File: src/rtl/ahbl_arbiter_2port.sv
// Two-master to one-slave AHB-Lite arbiter: src0 (data) beats src1 (instruction),
// losers wait in a one-deep address-phase buffer, and locked sequences keep their grant.
module ahbl_arbiter_2port #(
    parameter int unsigned W_ADDR = 32,
    parameter int unsigned W_DATA = 32
) (
    input  logic              clk,
    input  logic              rst_n,

    input  logic [W_ADDR-1:0] src0_haddr,
    input  logic              src0_hwrite,
    input  logic [1:0]        src0_htrans,
    input  logic [2:0]        src0_hsize,
    input  logic [2:0]        src0_hburst,
    input  logic [3:0]        src0_hprot,
    input  logic              src0_hmastlock,
    input  logic              src0_hexcl,
    input  logic [W_DATA-1:0] src0_hwdata,
    output logic              src0_hready,
    output logic              src0_hresp,
    output logic              src0_hexokay,
    output logic [W_DATA-1:0] src0_hrdata,

    input  logic [W_ADDR-1:0] src1_haddr,
    input  logic              src1_hwrite,
    input  logic [1:0]        src1_htrans,
    input  logic [2:0]        src1_hsize,
    input  logic [2:0]        src1_hburst,
    input  logic [3:0]        src1_hprot,
    input  logic              src1_hmastlock,
    input  logic              src1_hexcl,
    input  logic [W_DATA-1:0] src1_hwdata,
    output logic              src1_hready,
    output logic              src1_hresp,
    output logic              src1_hexokay,
    output logic [W_DATA-1:0] src1_hrdata,

    output logic [W_ADDR-1:0] dst_haddr,
    output logic              dst_hwrite,
    output logic [1:0]        dst_htrans,
    output logic [2:0]        dst_hsize,
    output logic [2:0]        dst_hburst,
    output logic [3:0]        dst_hprot,
    output logic              dst_hmastlock,
    output logic              dst_hexcl,
    output logic [W_DATA-1:0] dst_hwdata,
    input  logic              dst_hready,
    input  logic              dst_hresp,
    input  logic              dst_hexokay,
    input  logic [W_DATA-1:0] dst_hrdata
);

    localparam logic [1:0] HTRANS_IDLE   = 2'b00;
    localparam logic [1:0] HTRANS_NONSEQ = 2'b10;

    typedef struct packed {
        logic [W_ADDR-1:0] addr;
        logic              write;
        logic [2:0]        size;
        logic [3:0]        prot;
        logic              mastlock;
        logic              excl;
    } addr_phase_t;

    typedef enum logic [1:0] {
        OWN_NONE = 2'd0,
        OWN_SRC0 = 2'd1,
        OWN_SRC1 = 2'd2
    } owner_t;

    addr_phase_t [1:0] live_ap;
    addr_phase_t [1:0] buf_q, buf_d;
    logic [1:0]        buf_valid_q, buf_valid_d;
    logic              grant_q, grant_d, grant_c;
    logic              lock_q, lock_d;
    owner_t            owner_q, owner_d;

    logic [1:0]        src_hready_c;
    logic [1:0]        req_live;
    logic [1:0]        req;
    logic              issue;
    addr_phase_t       sel_ap;

    logic              unused_inputs;
    assign unused_inputs = ^{src0_hburst, src1_hburst, src0_htrans[0], src1_htrans[0]};

    assign live_ap[0] = '{addr: src0_haddr, write: src0_hwrite, size: src0_hsize,
                          prot: src0_hprot, mastlock: src0_hmastlock, excl: src0_hexcl};
    assign live_ap[1] = '{addr: src1_haddr, write: src1_hwrite, size: src1_hsize,
                          prot: src1_hprot, mastlock: src1_hmastlock, excl: src1_hexcl};

    // Stall depends only on registered state and dst_hready, never on live htrans.
    always_comb begin
        src_hready_c[0] = (owner_q == OWN_SRC0) ? dst_hready : ~buf_valid_q[0];
        src_hready_c[1] = (owner_q == OWN_SRC1) ? dst_hready : ~buf_valid_q[1];
    end

    assign req_live[0] = rst_n & src0_htrans[1] & src_hready_c[0];
    assign req_live[1] = rst_n & src1_htrans[1] & src_hready_c[1];
    assign req         = buf_valid_q | req_live;

    // Grant moves only on a completing address phase and never away from a locked source.
    always_comb begin
        if (!dst_hready || lock_q) begin
            grant_c = grant_q;
        end else begin
            grant_c = ~req[0];
        end
    end

    assign sel_ap = buf_valid_q[grant_c] ? buf_q[grant_c] : live_ap[grant_c];
    assign issue  = req[grant_c] & dst_hready;

    assign dst_haddr     = sel_ap.addr;
    assign dst_hwrite    = sel_ap.write;
    assign dst_hsize     = sel_ap.size;
    assign dst_hprot     = sel_ap.prot;
    assign dst_hmastlock = sel_ap.mastlock;
    assign dst_hexcl     = sel_ap.excl;
    assign dst_hburst    = 3'b000;
    assign dst_htrans    = req[grant_c] ? HTRANS_NONSEQ : HTRANS_IDLE;

    always_comb begin
        buf_valid_d = buf_valid_q;
        buf_d       = buf_q;
        grant_d     = grant_c;
        lock_d      = lock_q;
        owner_d     = owner_q;
        for (int n = 0; n < 2; n++) begin
            if (issue && (grant_c == 1'(n))) begin
                buf_valid_d[n] = 1'b0;
            end else if (req_live[n]) begin
                buf_valid_d[n] = 1'b1;
                buf_d[n]       = live_ap[n];
            end
        end
        if (dst_hready) begin
            lock_d = req[grant_c] & sel_ap.mastlock;
            if (!req[grant_c]) begin
                owner_d = OWN_NONE;
            end else begin
                owner_d = grant_c ? OWN_SRC1 : OWN_SRC0;
            end
        end
    end

    always_ff @(posedge clk or negedge rst_n) begin
        if (!rst_n) begin
            buf_valid_q <= '0;
            buf_q       <= '0;
            grant_q     <= 1'b0;
            lock_q      <= 1'b0;
            owner_q     <= OWN_NONE;
        end else begin
            buf_valid_q <= buf_valid_d;
            buf_q       <= buf_d;
            grant_q     <= grant_d;
            lock_q      <= lock_d;
            owner_q     <= owner_d;
        end
    end

    // Data-phase routing follows the registered owner.
    always_comb begin
        dst_hwdata = '0;
        case (owner_q)
            OWN_SRC0: dst_hwdata = src0_hwdata;
            OWN_SRC1: dst_hwdata = src1_hwdata;
            default:  dst_hwdata = '0;
        endcase
    end

    assign src0_hready  = src_hready_c[0];
    assign src1_hready  = src_hready_c[1];
    assign src0_hresp   = (owner_q == OWN_SRC0) & dst_hresp;
    assign src1_hresp   = (owner_q == OWN_SRC1) & dst_hresp;
    assign src0_hexokay = (owner_q == OWN_SRC0) & dst_hexokay;
    assign src1_hexokay = (owner_q == OWN_SRC1) & dst_hexokay;
    assign src0_hrdata  = dst_hrdata;
    assign src1_hrdata  = dst_hrdata;

endmodule
File: config.mk
export PLATFORM = sky130hd
export DESIGN_NAME = ahbl_arbiter_2port
export DESIGN_NICKNAME = d
export VERILOG_FILES = /design/src/rtl/ahbl_arbiter_2port.sv
export SDC_FILE = /design/constraint.sdc
export NUM_CORES = 1
export LEC_CHECK = 0
export CORE_AREA = 2 2 134 136
export CTS_BUF_LIST = sky130_fd_sc_hd__clkbuf_8
export DETAILED_ROUTE_END_ITERATION = 7
export DIE_AREA = 0 0 136 138
export PLACE_DENSITY = 0.77
export SLEW_MARGIN = 30
export SYNTH_ARGS = -nofsm -noshare
export SYNTH_HDL_FRONTEND = slang
export SYNTH_SLANG_ARGS = --single-unit
File: constraint.sdc
create_clock -name clk -period 3.6 [get_ports clk]
set_clock_uncertainty 0.15 [all_clocks]
set_input_delay 0.9 -clock clk [delete_from_list [all_inputs] [get_ports clk]]
set_output_delay 0.9 -clock clk [all_outputs]
set_load 0.05 [all_outputs]
==> results.yml <==
finish:
  drive_above_1_share: 0.357
  synthToLayoutAreaGrowth_pct: 64.9
  fin_nets: 974
  fin_area_sq_um: 9700
  utilization: 0.553
place:
  portBuffers: 235
  hpwl_um: 16600
  pre_cts_slack_ns: -0.357
  gp_congestion: 0.878
  place_area_sq_um: 9270
clock_network:
  numCtsBuffers: 9
  cts_buffer_depth: 2
  cts_sinks: 90
  cts-root-buf: "clkbuf_8"
  clk_pin_slew_ns: 0.09
  hold_buffers: 0
  cts_tree: "done"
  insertion_delay_ns: 0.37
  htree_levels: 3
timing:
  setup_slack_ns: 0.0587
  relSlewSlack: 0.559
  hold_slack_ns: 0.358
  final_hold_viol_count: 0
  worstMarginPinSlew_ns: 0.662
  rsz0062_at_grt: "no"
  fmax_mhz: 282
  period_needed_ns: 3.54
  finalSetupViolations: 0
  period_share: 0.984
  drv_slew: 0
critical_path:
  path_cells: "dlygate4sd2_1 > a21o_1 > o31a_1 > clkinv_4 > buf_12 > buf_16 > buf_4 > a31oi_4 > buf_12"
  path_class: "input pin to output port"
  worstPathArrival_ns: 2.49
  worstPathRequired_ns: 2.55
  cp_max_fo: 15
  r2r_start: "owner_q[1]$_DFFE_PN0P_"
  crit_top_cell: "buf_12"
  slowest_stage: "dlygate4sd2_1"
  r2r-end: "buf_q[20]$_DFFE_PN0P_"
  cp-start-kind: "input pin"
  rrSetupSlack_ns: 1.03
  cp_top_family: "buffers and inverters"
  slowest_delay_ns: 0.26
  reg2regPathDepth: 6
  path_buf_inv: 6
  end_kind: "output port"
floorplan:
  io-pin-count: 344
  core_area_sq_um: 17500
  dieHeight_um: 138
  die_x_um: 136
  dieArea_sq_um: 18800
  start_util: 0.335
  rows: 49
drt:
  drtPass1Iterations: 5
  num_vias: 5317
  detail_route.wl_per_cell_um: 21.8
  drt-initial-drc-count: 211
  wl_um: 22100
  antenna_left: 0
  vias_per_cell: 5.25
  drc: 0
power_and_ir_drop:
  p_leak_uw: 0.00387
  p_per_area_nw_per_um2: 1020
  max-vdd-ir-drop_mv: 0.792
global_route:
  grt_pass1_wl_um: 33200
  track_usage: 0.235
  grt_max_degree: 51
  grt_pass1_vias: 5523
  met2_usage: 0.394
  grt_util_met1: 0.268
  grtUsageMet3: 0.0891
  grt-busiest-layer: "met2"
  antenna_found_initial: 1
  overflow: 0
worst_hold_path:
  whs_path_depth: 1
  whs_endpoint: "buf_q[43]$_DFFE_PN0P_"
  hp-class: "register to register"
  hp-start: "buf_q[43]$_DFFE_PN0P_"
synthesis:
  yosys_warnings: 0
  ys_types: 34
  synth_area_per_cell_sq_um: 9.75
  syn_inst: 603
  ys_ff_latch: 90
  yosysSeqAreaShare: 0.383
  synth_area_sq_um: 5880
outcome:
  outcome: "finished, final reports clean"
flow_run:
  max_cap_viol_count: 0
-- metrics by stage --
stage	instances	setup TNS [ns]	total power (uW)
CTS	1010	0	9940
floorplan	606	0	5840
finish	1012	0	9910
detailed placement	992	-12.82	8890
global placement	992	-11.85	8770
global route	1011	0	10400
-- flip-flops by register name (all words and copies together) (netlist names) --
signal and cells:
grant_q 1, lock_q 1, buf_valid_q 2, owner_q 2, buf_q 84
-- layout make-up --
type | count | area (sq um)
sequential | 90 | 2250
tap | 229 | 287
clock buffer | 10 | 138
multi-input combinational | 394 | 3280
inverter | 5 | 26.3
timing repair buffer | 277 | 3660
antenna | 2 | 5.00
clock inverter | 5 | 55.1
fill | 1465 | 7840
-- layout by cell type, fill, tap and decap left out, types with 2 or more instances in the layout --
cell             count
a211oi_2             4
mux2i_1              3
clkbuf_8            10
and2_1               4
conb_1               4
a211oi_1            37
mux2_2              44
buf_4               29
a21oi_1              3
nor2b_1             42
a31oi_2             27
inv_1                4
a31oi_4             14
o21ai_0              3
nand2_1             85
buf_12              92
dfrtp_1             90
diode_2              2
o2111a_2             2
a22oi_1             32
clkdlybuf4s50_1    151
a31oi_1              2
mux2_4              40
nor2_1              33
-- where the power goes --
part / total (uW) / switching (uW) / internal (uW) / leakage [uW]
Combinational: 7380 / 3880 / 3500 / 0.00270
Clock: 722 / 386 / 336 / 0.000100
Sequential: 1810 / 291 / 1520 / 0.00107
Total: 9910 / 4560 / 5350 / 0.00387
-- layer usage --
metal / up-vias / part of all wire
li1: 2402 / -
met1: 2593 / 0.37
met2: 271 / 0.50
met3: 51 / 0.097
met4: 0 / 0.034
met5: - / 0
-- repair_timing --
| action | 4_1_cts | 5_1_grt |
|---|---|---|
| buffers inserted | 1 | 0 |
| cloned | 2 | 0 |
| endpoints found under the setup margin | 42 | 35 |
| pin swaps | 1 | 1 |
| gates resized for setup | 23 | 5 |
-- how the worst max path moves through the flow --
| stage | from | to | cells past startpoint |
|---|---|---|---|
| final | src0_htrans[1] | dst_haddr[18] | 9 |
| after global routing | src0_htrans[1] | dst_haddr[18] | 9 |
| after CTS | src0_htrans[1] | dst_haddr[19] | 8 |
| after detailed placement | dst_hready | dst_hprot[1] | 8 |
| after global placement | dst_hready | dst_hprot[1] | 8 |
| after floorplan | dst_hready | dst_haddr[0] | 8 |
-- synthesized netlist by cell type --
master / instances / area share
buf_6: 6 / 0.011
clkbuf_1: 21 / 0.013
o31a_1: 1 / 0.0015
o21a_1: 1 / 0.0013
buf_1: 3 / 0.0019
nor2_1: 34 / 0.022
ha_1: 2 / 0.0043
inv_1: 4 / 0.0026
nor2b_1: 43 / 0.046
o2111a_1: 2 / 0.0038
mux2_2: 44 / 0.084
o21ai_0: 3 / 0.0026
o22ai_1: 1 / 0.0011
mux2i_1: 3 / 0.0051
nand3_1: 1 / 0.00085
o21ai_2: 1 / 0.0015
mux2_4: 40 / 0.10
and2_1: 4 / 0.0043
buf_2: 19 / 0.016
a21oi_1: 3 / 0.0026
or2_2: 1 / 0.0011
conb_1: 1 / 0.00064
a22oi_1: 32 / 0.041
buf_4: 68 / 0.087
a21o_1: 1 / 0.0013
or3_1: 1 / 0.0011
a31o_2: 1 / 0.0015
a211oi_1: 41 / 0.052
inv_4: 1 / 0.0011
a31oi_1: 43 / 0.046
nand2_1: 85 / 0.054
nand2b_1: 1 / 0.0011
o31ai_1: 1 / 0.0013
dfrtp_1: 90 / 0.38
-- worst reg2reg max path, delay by kind of cell, from the launching register on --
| kind | cells | cell delay, ns |
|---|---|---|
| DFF | 1 | 0.36 |
| AOI/OAI and AO/OA | 2 | 0.78 |
| adders and majority gates | 1 | 0.35 |
| buffers and inverters | 2 | 0.40 |
| muxes | 1 | 0.41 |
-- cells by family after synthesis --
kind of cell    count (synthesis)  synth area share
flops                          90             0.383
mux                            87             0.191
other cells                     1          0.000638
simple gates                  170             0.130
fa+ha+maj                       2           0.00425
buf+inv                       122             0.133
compound gates                131             0.157
Power figures use the tool's default switching activity.
